--- src/rtl/link_rx.sv ---
`default_nettype none
// ============================================================================
//  Module   : link_rx
//  Purpose  : Receive-side conditioner for the board-to-board game link.
//             Synchronises the asynchronous peer ready/hit/coordinate pins
//             into control_clk, deglitches them with a stability counter,
//             and presents main_fsm with a clean ready level, latched
//             hit/coordinates, a capture strobe and a protocol-error strobe.
//  Revision : 1.0  initial release
// ============================================================================
module link_rx #(
  parameter int DATA_WIDTH    = 8,
  parameter int STABLE_CYCLES = 16
) (
  input  logic                  clk,
  input  logic                  rst,
  input  logic                  ready_in,
  input  logic                  hit_in,
  input  logic [DATA_WIDTH-1:0] cords_in,
  output logic                  ready_out,
  output logic                  hit_out,
  output logic [DATA_WIDTH-1:0] cords_out,
  output logic                  cords_valid,
  output logic                  link_err
);

  // Word layout: {ready, hit, cords}
  localparam int              WORD_W    = DATA_WIDTH + 2;
  localparam int              READY_BIT = WORD_W - 1;
  localparam int              HIT_BIT   = WORD_W - 2;
  localparam int              CNT_W     = $clog2(STABLE_CYCLES + 1);
  localparam logic [CNT_W-1:0] CNT_MAX  = CNT_W'(STABLE_CYCLES);
  localparam logic [CNT_W-1:0] CNT_ONE  = CNT_W'(1);

  typedef enum logic [0:0] {
    ST_IDLE = 1'b0,
    ST_BUSY = 1'b1
  } state_t;

  // Synchroniser stages and the one-cycle-delayed copy used for change detect
  logic [WORD_W-1:0]     sync1_q;
  logic [WORD_W-1:0]     sync2_q;
  logic [WORD_W-1:0]     sync2_dly_q;
  logic [CNT_W-1:0]      stab_cnt_q, stab_cnt_d;
  state_t                state_q, state_d;
  logic                  err_done_q, err_done_d;
  logic                  ready_q, ready_d;
  logic                  hit_q, hit_d;
  logic [DATA_WIDTH-1:0] cords_q, cords_d;
  logic                  valid_q, valid_d;
  logic                  err_q, err_d;

  logic                  w_word_change;
  logic                  w_stable;
  logic                  w_s_ready;
  logic                  w_s_hit;
  logic [DATA_WIDTH-1:0] w_s_cords;
  logic                  w_differs;

  assign w_word_change = (sync2_q != sync2_dly_q);
  assign w_stable      = (stab_cnt_q == CNT_MAX);

  // When the counter is saturated the delayed copy has been equal to the
  // live word for the whole window, so it is the accepted value. Taking it
  // from the delayed copy means a change landing in the very capture cycle
  // can never sneak an unfiltered word through.
  assign w_s_ready = sync2_dly_q[READY_BIT];
  assign w_s_hit   = sync2_dly_q[HIT_BIT];
  assign w_s_cords = sync2_dly_q[DATA_WIDTH-1:0];
  assign w_differs = ({w_s_hit, w_s_cords} != {hit_q, cords_q});

  // Stability counter: clear on any word change, else count up and saturate
  always_comb begin
    stab_cnt_d = stab_cnt_q;
    if (w_word_change) begin
      stab_cnt_d = '0;
    end else if (stab_cnt_q != CNT_MAX) begin
      stab_cnt_d = stab_cnt_q + CNT_ONE;
    end
  end

  // Transaction FSM next-state and registered-output next values
  always_comb begin
    state_d    = state_q;
    ready_d    = ready_q;
    hit_d      = hit_q;
    cords_d    = cords_q;
    valid_d    = 1'b0;
    err_d      = 1'b0;
    err_done_d = err_done_q;

    if (w_stable) begin
      ready_d = w_s_ready;
    end

    case (state_q)
      ST_IDLE: begin
        if (w_stable && w_s_ready) begin
          hit_d   = w_s_hit;
          cords_d = w_s_cords;
          valid_d = 1'b1;
          state_d = ST_BUSY;
        end
      end
      ST_BUSY: begin
        if (w_stable) begin
          if (!w_s_ready) begin
            state_d = ST_IDLE;
          end else if (w_differs && !err_done_q) begin
            // Peer changed its word without dropping ready: flag it once
            // and track the new value so main_fsm sees what the peer holds.
            err_d      = 1'b1;
            hit_d      = w_s_hit;
            cords_d    = w_s_cords;
            err_done_d = 1'b1;
          end
        end
      end
      default: begin
        state_d = ST_IDLE;
      end
    endcase

    // The one-shot re-arms whenever the counter restarts on a new word
    if (w_word_change) begin
      err_done_d = 1'b0;
    end
  end

  // All state registers, with synchronous active-low reset
  always_ff @(posedge clk) begin
    if (!rst) begin
      sync1_q     <= '0;
      sync2_q     <= '0;
      sync2_dly_q <= '0;
      stab_cnt_q  <= '0;
      state_q     <= ST_IDLE;
      err_done_q  <= 1'b0;
      ready_q     <= 1'b0;
      hit_q       <= 1'b0;
      cords_q     <= '0;
      valid_q     <= 1'b0;
      err_q       <= 1'b0;
    end else begin
      sync1_q     <= {ready_in, hit_in, cords_in};
      sync2_q     <= sync1_q;
      sync2_dly_q <= sync2_q;
      stab_cnt_q  <= stab_cnt_d;
      state_q     <= state_d;
      err_done_q  <= err_done_d;
      ready_q     <= ready_d;
      hit_q       <= hit_d;
      cords_q     <= cords_d;
      valid_q     <= valid_d;
      err_q       <= err_d;
    end
  end

  assign ready_out   = ready_q;
  assign hit_out     = hit_q;
  assign cords_out   = cords_q;
  assign cords_valid = valid_q;
  assign link_err    = err_q;

endmodule
`default_nettype wire

--- config.mk ---
export PLATFORM = sky130hd
export DESIGN_NAME = link_rx
export DESIGN_NICKNAME = d
export VERILOG_FILES = /design/src/rtl/link_rx.sv
export SDC_FILE = /design/constraint.sdc
export NUM_CORES = 1
export LEC_CHECK = 0
export CAP_MARGIN = 20
export CELL_PAD_IN_SITES_DETAIL_PLACEMENT = 0
export CELL_PAD_IN_SITES_GLOBAL_PLACEMENT = 1
export CORE_MARGIN = 2
export CORE_UTILIZATION = 41
export CTS_BUF_LIST = sky130_fd_sc_hd__clkbuf_16
export CTS_CLUSTER_DIAMETER = 30
export CTS_CLUSTER_SIZE = 28
export DETAILED_ROUTE_END_ITERATION = 8
export GPL_ROUTABILITY_DRIVEN = 0
export PLACE_DENSITY = 0.8
export SLEW_MARGIN = 20
export SYNTH_ARGS = -nofsm -noshare
export SYNTH_HDL_FRONTEND = slang
export SYNTH_SLANG_ARGS = --single-unit
--- constraint.sdc ---
create_clock -name clk -period 2.2 [get_ports clk]
set_input_delay 0.44 -clock clk [delete_from_list [all_inputs] [get_ports clk]]
set_output_delay 0.44 -clock clk [all_outputs]
set_load 0.05 [all_outputs]
==> run summary <==
The critical path startpoint is ready_out. The final wirelength came out at 2751 um. The type of the tightest min-delay check is reg2reg. The number of buffers inserted to repair setup after CTS came out at 0. The clock input transition at the sequential cells of the worst setup and hold paths came out at 70 ps.

For this design, the slowest cell found on the critical path is sky130_fd_sc_hd__clkdlybuf4s50_1. The clock network latency to the later pin of the worst-skew pair is 290 ps. The highest fanout seen on the critical path came out at 7. The hold-fix buffer count after cts is 0. The via count of the first global-routing pass is 1046. The number of slew-limit violations in the final report came out at 0. The final cycle utilization of the critical path is 91.07%. The post-detailed-route DRC marker count came out at 0. The initial antenna violation count is 0. The most utilized layer in the global route result is met2. The iteration count of the initial detailed-routing pass is 4.

The clock tree synthesis step divided the H-tree into 2 levels. The pin count of the biggest net entering global routing is 39. The data arrival time of the worst path came out at 1560 ps.

The delay of the slowest cell on the worst path is 840 ps. The worst setup path is launched from a flip-flop. The CTS tree is yes. The switching power of the nets came out at 364.8 uW. The number of ports placed on the die boundary is 24. The sequential share of power is 49.2%. The area of the mapped netlist is 0.001748 mm2.

Counting distinct cell types in the post-synthesis netlist gives 25. Walking the worst path, the cells encountered are clkdlybuf4s50_1. Timing would allow up to 499.1 MHz. The worst max-slew margin expressed relative to the limit came out at 65.50%. By startpoint and endpoint, the worst setup path is classified as reg2out. After floorplanning, the core was sized to cover 0.004058 mm2.

The aggregate global-route resource usage came out at 12.34%. The fraction of synthesis flops using an asynchronous set or reset pin came out at 0%. The source of the worst hold timing path is sync1_q[5]. The flow ran to the end, and the final reports show no timing, DRC or antenna violations. The DRC violation total after the first TritonRoute iteration is 44.

The synthesized instance count came out at 168. The cell type group with the largest total delay on the critical path is buffers and inverters. The global-route congestion overflow total came out at 0. Per report_power, the combinational group accounts for 4.2% of the total. The mean area per synthesized cell is 10.40 um2. The required arrival time at the worst endpoint came out at 1760 ps. The count of synthesis-stage warnings from yosys is 0. The height of the chip came out at 69.30 um. Final hold analysis gives a worst-case slack of 428.7 ps. The final setup TNS is 0 ps. The startpoint identified for the worst register-to-register timing path is stab_cnt_q[0].

The post-detailed-placement half-perimeter wirelength is 2000 um. The count of antenna-violating nets left after detailed routing is 0. The total number of clock tree sinks came out at 48. The count of buffers added on input and output ports is 23. The root buffer cell is sky130_fd_sc_hd__clkbuf_16. The antenna diode count came out at 0. Global routing consumed, on the met3 layer, 4.070% of the routing resources. Gates resized during post-CTS repair numbered 0. The met1 capacity usage during global routing is 15.27%. The total number of vias came out at 1123. Cell internal power was estimated by the tool at 1477 uW. The kind of capture point of the worst setup path is an output pin.

Net switching is 19.81% of the power. The synthesized net count came out at 182. Dividing the detail-routed wire length by the instance count gives 11.23 um. The analysis attributes to cell leakage a power of 0.0008412 uW.

The clock skew after layout is 8.642 ps. In the layout the commonest cells are sky130_fd_sc_hd__dfxtp_1 (48), sky130_fd_sc_hd__and2_1 (30), sky130_fd_sc_hd__clkdlybuf4s50_1 (23), sky130_fd_sc_hd__nand2_1 (19), sky130_fd_sc_hd__xnor2_1 (13). The buffer depth of the longest clock path came out at 2. Cells with a size suffix above 1 make up 6.667% of the layout. The number of vias per cell after detailed routing is 4.584. The die area came out at 0.004802 mm2.

The flip-flop cell with the highest count after synthesis is sky130_fd_sc_hd__dfxtp_1. The number of max-cap violations came out at 0. The time the final worst path needs with I/O delays and setup is 2004 ps.

The number of core rows is 23. The number of CTS-inserted buffers came out at 5. Counting both buffers and inverters, the worst setup path holds a total of 1. The number of synthesized flops with an enable pin came out at 0. The chip width is 69.30 um. Setup repair after global routing left no endpoint under its margin. The final layout net count is 208. The number of setup violations in the final report came out at 0.

The initial utilization of the core area, before any placement, comes to 43.08%. The transition time at the pin with the least slew margin is 515.9 ps. The clock network fraction of design power is 46.6%.

Compared with the post-synthesis result, the final layout area differs by 25.91%. For this run, global-route usage on met2 was measured as 18.38%. The total count of hold-check failures in the final report came out at 0. The most common cell after layout, fill and taps aside is sky130_fd_sc_hd__dfxtp_1. Counting flops and latches in the post-synthesis netlist gives 48. The peak ir drop on the vdd network came out at 0.4166 mV.

The wire length of the first global-routing pass came out at 4595 um. For this run, the register share of the synthesized area comes to 54.97%. The power per cell area is 836.8 mW/mm2.
stage by stage:
stage	total power [uW]	setup WS, ps	utilization [%]	instance area (um2)	std cells
floorplan	970.3	474.2	-	1748	168
global placement	999.7	526.5	49.98	2028	237
finish	1842	196.4	54.24	2201	245
detailed placement	1005	434.2	49.98	2028	237
global route	1912	153.9	54.24	2201	245
CTS	1868	188.9	54.24	2201	245
cell type report:
class                   count  area, um2
fillers                   364       1857
multi-input cells         109      737.0
clock inverters             3      47.55
repair buffers             26      252.7
clock buffers               5      125.1
inverters                   4      15.01
flip-flops and latches     48      960.9
well taps                  50      62.56
routing by layer:
metal / share of wire [%] / vias up
li1: - / 587
met1: 47 / 499
met2: 45 / 30
met3: 5.0 / 7
met4: 2.7 / 0
met5: 0 / -
cell families (layout without fill, tap and decap cells):
logic type	after synthesis	count (layout)	synth area share (%)
XOR/XNOR	23	23	11.52
AO/OA/AOI/OAI	6	6	2.291
AND/OR/NAND/NOR	68	68	21.19
buffers and inverters	11	38	2.863
adder cells (fa/ha/maj)	2	2	1.431
flip-flops	48	48	54.97
multiplexers	10	10	5.727
power groups by stage:
stage	Sequential, uW	Clock, uW	Combinational (uW)
floorplan	922	0	48.6
global placement	924	0	75.3
detailed placement	926	0	79.5
CTS	906	882	79.7
global route	908	916	88.0
finish	905	858	78.2
cell usage after synthesis (all sizes together) (3+ instances only):
master  number  area (um2)
inv          4       15.01
mux2i       10       100.1
clkbuf       5       18.77
xor2        10       87.58
nand2       19       71.32
dfxtp       48       960.9
xnor2       13       113.9
nand3        4       25.02
nor2         6       22.52
nor3         3       20.02
and2        30       187.7
nand4        3       18.77
registers in the layout (all words and copies together), names as in the netlist:
register     cells
link_err         1
hit_out          1
cords_out        8
sync2_dly_q     10
err_done_q       1
ready_out        1
sync1_q         10
sync2_q         10
cords_valid      1
stab_cnt_q       5
worst paths after layout:
check                                     to  depth (start not counted)  slack (ps)
worst max-delay path               ready_out                          1         200
worst min-delay path              sync2_q[5]                          1         430
worst max register to register  cords_out[3]                          8         430
worst min register to register    sync2_q[5]                          1         430
(Power assumes the default switching activity.)
